File: config.mk
export PLATFORM = sky130hd
export DESIGN_NAME = lcd_output_stage
export DESIGN_NICKNAME = d
export VERILOG_FILES = /design/src/rtl/lcd_pkg.sv /design/src/rtl/lcd_output_stage_sync_delay_line.sv /design/src/rtl/lcd_output_stage.sv
export SDC_FILE = /design/constraint.sdc
export NUM_CORES = 1
export LEC_CHECK = 0
export BUFFER_PORTS_ARGS = -buffer_cell sky130_fd_sc_hd__buf_2
export CAP_MARGIN = 20
export CORE_MARGIN = 5
export CORE_UTILIZATION = 50
export CTS_CLUSTER_DIAMETER = 120
export DETAILED_ROUTE_END_ITERATION = 7
export MAX_ROUTING_LAYER = met4
export PLACE_DENSITY = 0.77
export RECOVER_POWER = 25
export SKIP_CTS_REPAIR_TIMING = 1
export SKIP_LAST_GASP = 1
export SLEW_MARGIN = 30
export SYNTH_ARGS = -nofsm -noshare
export SYNTH_HDL_FRONTEND = slang
export SYNTH_HIERARCHICAL = 1
export SYNTH_SLANG_ARGS = --single-unit
File: constraint.sdc
create_clock -name disp_clk -period 4.45 [get_ports disp_clk]
set_clock_uncertainty 0.1 [all_clocks]
set_input_delay 0.6675 -clock disp_clk [delete_from_list [all_inputs] [get_ports disp_clk]]
set_output_delay 0.6675 -clock disp_clk [all_outputs]
set_load 0.02 [all_outputs]
File: src/rtl/lcd_pkg.sv
// Shared encodings, colour constants and sync-polarity helpers for the LCD output stage.
`timescale 1ns/1ps
package lcd_pkg;

    typedef enum logic [1:0] {
        TS_PASS  = 2'd0,
        TS_BARS  = 2'd1,
        TS_WHITE = 2'd2,
        TS_CHECK = 2'd3
    } test_sel_e;

    localparam logic [23:0] RGB_WHITE = 24'hFFFFFF;
    localparam logic [23:0] RGB_BLACK = 24'h000000;

    localparam int          COUNT_W   = 10;
    localparam logic [9:0]  COUNT_MAX = 10'd1023;

    function automatic logic asserted(input logic level, input logic active_low);
        return level ^ active_low;
    endfunction

    // Bar order: white, yellow, cyan, green, magenta, red, blue, black.
    function automatic logic [23:0] bar_colour(input logic [2:0] idx);
        return {{8{~idx[1]}}, {8{~idx[2]}}, {8{~idx[0]}}};
    endfunction

endpackage

File: src/rtl/lcd_output_stage_sync_delay_line.sv
// Fixed-depth shift register that delay-matches strobes to the pixel pipeline.
`timescale 1ns/1ps
module sync_delay_line #(
    parameter int               WIDTH   = 3,
    parameter int               DEPTH   = 2,
    parameter logic [WIDTH-1:0] RST_VAL = '0
) (
    input  logic             disp_clk,
    input  logic             reset,
    input  logic [WIDTH-1:0] din_i,
    output logic [WIDTH-1:0] dout_o
);

    generate
        if (DEPTH == 0) begin : g_wire
            assign dout_o = din_i;
        end else begin : g_sr
            logic [WIDTH-1:0] stage_q [DEPTH];

            always_ff @(posedge disp_clk) begin
                if (reset) begin
                    for (int i = 0; i < DEPTH; i++) stage_q[i] <= RST_VAL;
                end else begin
                    stage_q[0] <= din_i;
                    for (int i = 1; i < DEPTH; i++) stage_q[i] <= stage_q[i-1];
                end
            end

            assign dout_o = stage_q[DEPTH-1];
        end
    endgenerate

endmodule

File: src/rtl/lcd_output_stage.sv
// LCD pin driver: delay-matched syncs, blanking, test patterns, frame counter.
`timescale 1ns/1ps
module lcd_output_stage
    import lcd_pkg::*;
#(
    parameter int          PIPE_LAT        = 2,
    parameter int          BAR_SHIFT       = 7,
    parameter bit          SYNC_ACTIVE_LOW = 1'b1,
    parameter logic [23:0] BLANK_RGB       = 24'h000000
) (
    input  logic       disp_clk,
    input  logic       reset,
    input  logic       en_in,
    input  logic       valid_draw,
    input  logic       hsync_in,
    input  logic       vsync_in,
    input  logic [7:0] red_in,
    input  logic [7:0] green_in,
    input  logic [7:0] blue_in,
    input  logic [1:0] test_sel,
    output logic [7:0] disp_red,
    output logic [7:0] disp_green,
    output logic [7:0] disp_blue,
    output logic       disp_hsync,
    output logic       disp_vsync,
    output logic       disp_en,
    output logic [7:0] frame_cnt
);

    localparam logic SYNC_IDLE = SYNC_ACTIVE_LOW;

    logic v_d, h_d, s_d;

    sync_delay_line #(
        .WIDTH   (3),
        .DEPTH   (PIPE_LAT),
        .RST_VAL ({1'b0, SYNC_IDLE, SYNC_IDLE})
    ) u_sync_dly (
        .disp_clk (disp_clk),
        .reset    (reset),
        .din_i    ({valid_draw, hsync_in, vsync_in}),
        .dout_o   ({v_d, h_d, s_d})
    );

    logic [COUNT_W-1:0] col_q, col_d;
    logic [COUNT_W-1:0] row_q, row_d;
    test_sel_e          mode_q, mode_d;
    logic [7:0]         frame_q, frame_d;
    logic               s_as_q, v_q;
    logic [23:0]        rgb_q, pix_d;
    logic               hsync_q, vsync_q, en_q;

    logic s_as, vs_start, v_fall;

    assign s_as     = asserted(s_d, SYNC_ACTIVE_LOW);
    assign vs_start = s_as & ~s_as_q;
    assign v_fall   = v_q & ~v_d;

    always_comb begin
        col_d   = '0;
        row_d   = row_q;
        mode_d  = mode_q;
        frame_d = frame_q;

        if (v_d) col_d = (col_q == COUNT_MAX) ? col_q : col_q + 10'd1;

        // A new frame overrides the line increment from a coincident valid fall.
        if (vs_start)                         row_d = '0;
        else if (v_fall && row_q != COUNT_MAX) row_d = row_q + 10'd1;

        if (vs_start) begin
            mode_d  = test_sel_e'(test_sel);
            frame_d = frame_q + 8'd1;
        end
    end

    always_comb begin
        pix_d = BLANK_RGB;
        if (v_d && en_in) begin
            case (mode_q)
                TS_PASS:  pix_d = {red_in, green_in, blue_in};
                TS_BARS:  pix_d = bar_colour(col_q[BAR_SHIFT+2 -: 3]);
                TS_WHITE: pix_d = RGB_WHITE;
                TS_CHECK: pix_d = (col_q[BAR_SHIFT] ^ row_q[BAR_SHIFT]) ? RGB_WHITE : RGB_BLACK;
                default:  pix_d = BLANK_RGB;
            endcase
        end
    end

    always_ff @(posedge disp_clk) begin
        if (reset) begin
            col_q   <= '0;
            row_q   <= '0;
            mode_q  <= TS_PASS;
            frame_q <= '0;
            s_as_q  <= 1'b0;
            v_q     <= 1'b0;
            rgb_q   <= '0;
            hsync_q <= SYNC_IDLE;
            vsync_q <= SYNC_IDLE;
            en_q    <= 1'b0;
        end else begin
            col_q   <= col_d;
            row_q   <= row_d;
            mode_q  <= mode_d;
            frame_q <= frame_d;
            s_as_q  <= s_as;
            v_q     <= v_d;
            rgb_q   <= pix_d;
            hsync_q <= h_d;
            vsync_q <= s_d;
            en_q    <= en_in;
        end
    end

    assign {disp_red, disp_green, disp_blue} = rgb_q;
    assign disp_hsync = hsync_q;
    assign disp_vsync = vsync_q;
    assign disp_en    = en_q;
    assign frame_cnt  = frame_q;

endmodule

==> impl_metrics.yaml, run 1 <==
outcome:
  status: "finished clean"
synthesis:
  synthAdderAreaFrac: 0.0151
  muxShareOfSynthArea: 0.00403
  synth_top_family_by_area: "simple AND/OR/NAND/NOR gates"
  ys_top_cells_by_area: "dfxtp_1 52%, a21oi_1 7.3%, nand2_1 5.7%"
  yosys.area.top_type: "dfxtp_1"
  synth-seq-cells: 65
  netlist_area_um2: 2480
  synthesis.nets: 310
  synth_compound_area_frac: 0.147
  syn_inst: 275
  syn_area_per_cell_um2: 9.03
  synth_xor_xnor_area_share: 0.0388
  synth-simple-area-share: 0.238
  synth_cell_type_count: 39
  synth_warnings: 6
  yosysTopAreaCellShare: 0.524
  yosysSeqAreaShare: 0.524
routing:
  drt_pre_antenna_iters: 4
  vias: 2106
  drt-total-wl_um: 5470
  vias_per_cell: 5.09
  wl_per_cell_um: 13.2
  dr.first_iter.drc_count: 151
  ant_nets: 0
  drc: 0
power:
  cellPowerDensity_nw_per_um2: 361
  leakage_uw: 0.00133
  irDropWorstVdd_v: 0.000236
global_routing:
  grt_usage: 0.181
  grt_max_degree: 25
  grt_pass1_vias: 2010
  antenna_found_initial: 0
  grt_pass1_wl_um: 8840
  gr-total-overflow: 0
min_path:
  hold_start: "u_sync_dly/g_sr.stage_q[0][1]"
  hold_path_class: "flip-flop to flip-flop"
sta:
  hold_viol: 0
  worst_slew_pin_slew_ns: 0.831
  setup_tns_ns: 0
  post-route-period-util: 0.551
  fmax_mhz: 408
  setup_violations: 0
  relSlewSlack: 0.446
  grt_setup_unrepaired: "false"
  slew_violations: 0
  period_needed_ns: 2.45
setup_path:
  r2r_cells: 5
  critPathMaxStageDelay_ns: 0.61
  required_ns: 4.53
  crit_path_start: "reset"
  critPathKind: "primary input to flip-flop"
  crit_family: "simple AND/OR/NAND/NOR gates"
  critPathCapture: "rgb_q[18]"
  cp_num_buf_inv: 2
  cp-start-kind: "primary input"
  cp.arrival_ns: 2.54
  worstSetupEndpointType: "flip-flop"
  path_max_fanout: 24
  path_depth: 5
  ff2ff_setup_slack_ns: 2.64
  cp_slowest_cell: "clkbuf_1"
  crit_chain: "clkbuf_1 -> nand2b_1 -> inv_1 -> nand2_1 -> a21oi_1"
  rr_startpoint: "row_q[0]"
  worstReg2RegEnd: "row_q[0]"
floorplan:
  initial_core_util: 0.519
  ios: 67
  die_h_um: 80.5
  coreArea_um2: 4790
  rows: 25
  die_w_um: 80.5
  die_area_um2: 6480
cts:
  path_clk_slew_ns: 0.07
  numClockSinks: 65
  htree_levels: 3
  clock_latency_ns: 0.33
  cts_tree: "built"
  clock_path_buffers: 2
  cts-root-buf: "clkbuf_8"
  cts_buffers: 9
placement:
  gp_congestion: 0.910
  dpl_cell_area_um2: 2850
  portBuffers: 66
  dp_hpwl_um: 3860
run:
  cap_violations: 0
finish:
  fin_area_um2: 3030
  diodes: 0
  most-common-layout-cells: "65 x dfxtp_1, 65 x buf_2, 38 x nand2_1"
  fin_nets: 377
  layout-drive-gt1-share: 0.268
  area_delta_synth_final_pct: 21.9
routing by layer:
layer	GRT usage	wire (um)	vias to the layer above
met5	-	0	-
met4	0.103	82	0
met3	0.0415	224	11
met2	0.280	2710	41
met1	0.216	2450	966
li1	-	-	1088
area by class of cell:
type	instances	area, um^2
clock buffer	10	138
clock inverter	6	43.8
fill	405	1760
inverter	6	22.5
multi-input combinational	193	1100
sequential	65	1300
tap	67	83.8
timing repair buffer	67	337
how the worst min path moves through the flow:
stage                     depth (start not counted)  slack, ns                            end
after global placement                            1       0.28  u_sync_dly/g_sr.stage_q[0][3]
after floorplan                                   1       0.28  u_sync_dly/g_sr.stage_q[0][3]
after detailed placement                          1       0.30  u_sync_dly/g_sr.stage_q[0][3]
after CTS                                         1       0.32  u_sync_dly/g_sr.stage_q[0][4]
final                                             1       0.31  u_sync_dly/g_sr.stage_q[0][4]
after global routing                              1       0.33  u_sync_dly/g_sr.stage_q[0][4]
power breakdown:
group / switching, uW / internal [uW]
sequential: 4.98 / 590
combinational: 33.9 / 23.3
clock: 225 / 216
synth_stat cells (all sizes together):
cell / number
dfxtp: 65
nand2: 38
a21oi: 36
nor2: 23
o21ai: 11
xor2: 10
or2: 9
buf: 8
nor3: 8
a31oi: 7
and3: 7
nand3: 7
nand4: 7
inv: 6
nor2b: 4
o21a: 4
a311oi: 3
clkbuf: 3
ha: 3
o31ai: 3
nand2b: 2
a211oi: 1
and4: 1
and4b: 1
and4bb: 1
mux2i: 1
nand4b: 1
nor3b: 1
nor4b: 1
or3: 1
or4: 1
xnor2: 1
metrics by stage:
stage | std cells | utilization | setup WS, ns | hold WS, ns | total power (uW)
2_1_floorplan | 275 | - | 2.89 | 0.283 | 642
3_3_place_gp | 398 | 0.595 | 2.17 | 0.284 | 665
3_5_place_dp | 398 | 0.595 | 2.09 | 0.300 | 666
4_1_cts | 414 | 0.633 | 2.39 | 0.318 | 1100
5_1_grt | 414 | 0.632 | 1.82 | 0.329 | 1140
6_report | 414 | 0.632 | 2.00 | 0.313 | 1090
flip-flops by register name (all words and copies together), names as in the netlist:
| name | cells |
|---|---|
| disp_hsync | 1 |
| u_sync_dly/g_sr.stage_q | 6 |
| frame_cnt | 8 |
| col_q | 10 |
| v_q | 1 |
| rgb_q | 24 |
| disp_vsync | 1 |
| row_q | 10 |
| disp_en | 1 |
| mode_q | 2 |
| s_as_q | 1 |
cell families (layout without fill, tap and decap cells):
family | after synthesis | after routing
AND/OR/NAND/NOR | 113 | 113
AO/OA/AOI/OAI | 65 | 65
flip-flops | 65 | 65
buffers and inverters | 17 | 89
XOR/XNOR | 11 | 11
adder cells (fa/ha/maj) | 3 | 3
multiplexers | 1 | 1
Power figures use the tool's default switching activity.
==> inputs of run 2 (changes only) <==
==> constraint.sdc (replaced) <==
create_clock -name disp_clk -period 2.5 [get_ports disp_clk]
set_clock_uncertainty 0.1 [all_clocks]
set_input_delay 0.375 -clock disp_clk [delete_from_list [all_inputs] [get_ports disp_clk]]
set_output_delay 0.375 -clock disp_clk [all_outputs]
set_load 0.02 [all_outputs]
==> run 2 against run 1 <==
  * Count of clock-buffer cells in the layout is 1 higher
  * Core utilization is 1.2 points higher
  * Critical path depth is 1 higher
  * Largest power group is now clock
==> impl_metrics.yaml, run 2 (synthesis gave the netlist of run 1 again) <==
outcome:
  status: "finished clean"
cts:
  numClockSinks: 65
  cts_tree: "built"
  cts_buffers: 9
  clock_path_buffers: 2
  htree_levels: 3
  cts-root-buf: "clkbuf_8"
  clock_latency_ns: 0.34
  path_clk_slew_ns: 0.07
floorplan:
  rows: 25
  die_w_um: 80.5
  initial_core_util: 0.519
  ios: 67
  coreArea_um2: 4790
  die_h_um: 80.5
  die_area_um2: 6480
finish:
  area_delta_synth_final_pct: 24.1
  largest_reg_flops: 24
  top_register: "rgb_q"
  diodes: 0
  fin_nets: 378
  layout-drive-gt1-share: 0.239
  n_fill_cell: 407
  utilization: 0.644
  largestRegisters: "rgb_q x24, col_q x10, row_q x10"
  final_cells: 415
  final_common_cell: "dfxtp_1"
  most-common-layout-cells: "65 x dfxtp_1, 54 x buf_2, 38 x nand2_1"
power:
  cellPowerDensity_nw_per_um2: 724
  pwr-share-clk: 0.480
  switching_share: 0.203
  pwr-share-seq: 0.475
  irDropWorstVdd_v: 0.000496
  p_switching_uw: 452
  share_comb_of_total_power: 0.046
  p_int_uw: 1780
  leakage_uw: 0.00132
global_routing:
  grt_usage: 0.183
  grt_pass1_vias: 1986
  grt_max_degree: 25
  grt_pass1_wl_um: 8780
  gr-total-overflow: 0
  antenna_found_initial: 0
setup_path:
  path_max_fanout: 24
  cp-start-kind: "primary input"
  cp.arrival_ns: 1.93
  crit_chain: "clkbuf_1 -> nand2b_1 -> inv_1 -> nand2_1 -> buf_4 -> a21oi_1"
  required_ns: 2.59
  cp_slowest_cell: "clkbuf_1"
  worstSetupEndpointType: "flip-flop"
  critPathKind: "primary input to flip-flop"
  critPathMaxStageDelay_ns: 0.57
routing:
  dr.first_iter.drc_count: 186
  drc: 0
  wl_per_cell_um: 13.1
  drt-total-wl_um: 5430
  drt_pre_antenna_iters: 5
  ant_nets: 0
  vias_per_cell: 5.19
  vias: 2153
sta:
  setup_violations: 0
  hold_viol: 0
  post-route-period-util: 0.734
  grt_setup_unrepaired: "false"
  slew_violations: 0
  period_needed_ns: 1.83
  hold_ws_ns: 0.109
  fmax_mhz: 545
  worst_slew_pin_slew_ns: 0.778
  relSlewSlack: 0.482
  layout_setup_ws_ns: 0.665
  setup_tns_ns: 0
min_path:
  hold_path_class: "primary input to flip-flop"
placement:
  dp_hpwl_um: 3890
  portBuffers: 66
  post-place-ws_ns: 0.690
  placed_cells: 399
  gp_congestion: 0.918
run:
  cap_violations: 0
run 2: cell count changes in the layout (fill, tap and decap cells not counted), moves of 3 or more:
| cell | delta |
|---|---|
| buf_2 | -11 |
| bufinv_16 | +3 |
| clkbuf_1 | +12 |
| clkinvlp_4 | -3 |
run 2: stage by stage:
step / total power [uW] / cell area (um^2)
after CTS: 2250 / 3100
final: 2230 / 3080
after global routing: 2320 / 3080
after global placement: 1180 / 2850
after detailed placement: 1190 / 2850
after floorplan: 1140 / 2480
run 2: critical path, delay by kind of cell:
kind	cells	cell delay, ns
and+or+nand+nor	2	0.49
buffers and inverters	3	0.97
AOI/OAI and AO/OA	1	0.07
run 2: path summary, 6_finish.rpt:
check                                                   start                            end  slack [ns]  depth (start not counted)
worst min register to register  u_sync_dly/g_sr.stage_q[0][0]  u_sync_dly/g_sr.stage_q[0][3]        0.30                          1
worst max-delay path                                    reset                       rgb_q[2]        0.67                          6
worst min-delay path                                 vsync_in  u_sync_dly/g_sr.stage_q[0][0]        0.11                          2
worst max register to register                       row_q[0]                       row_q[0]        0.71                          5
run 2: final cells by class:
| cell class | count | area [um^2] | share of cell area |
|---|---|---|---|
| multi-input combinational | 193 | 1100 | 0.357 |
| clock inverter | 5 | 103 | 0.0333 |
| clock buffer | 11 | 141 | 0.0459 |
| sequential | 65 | 1300 | 0.422 |
| tap | 67 | 83.8 | 0.0272 |
| timing repair buffer | 68 | 330 | 0.107 |
| inverter | 6 | 22.5 | 0.00731 |
run 2: routing by layer:
metal	global-route usage	routed length, um	share of wire
met2	0.280	2660	0.49
met1	0.212	2350	0.43
met5	-	0	0
met3	0.0482	247	0.045
met4	0.118	174	0.032
run 2: power groups by stage:
stage / Clock (uW) / Combinational (uW) / Sequential (uW)
final: 1070 / 102 / 1060
after global routing: 1140 / 115 / 1060
after CTS: 1090 / 104 / 1060
after detailed placement: 0 / 103 / 1080
after global placement: 0 / 101 / 1080
after floorplan: 0 / 52.9 / 1090
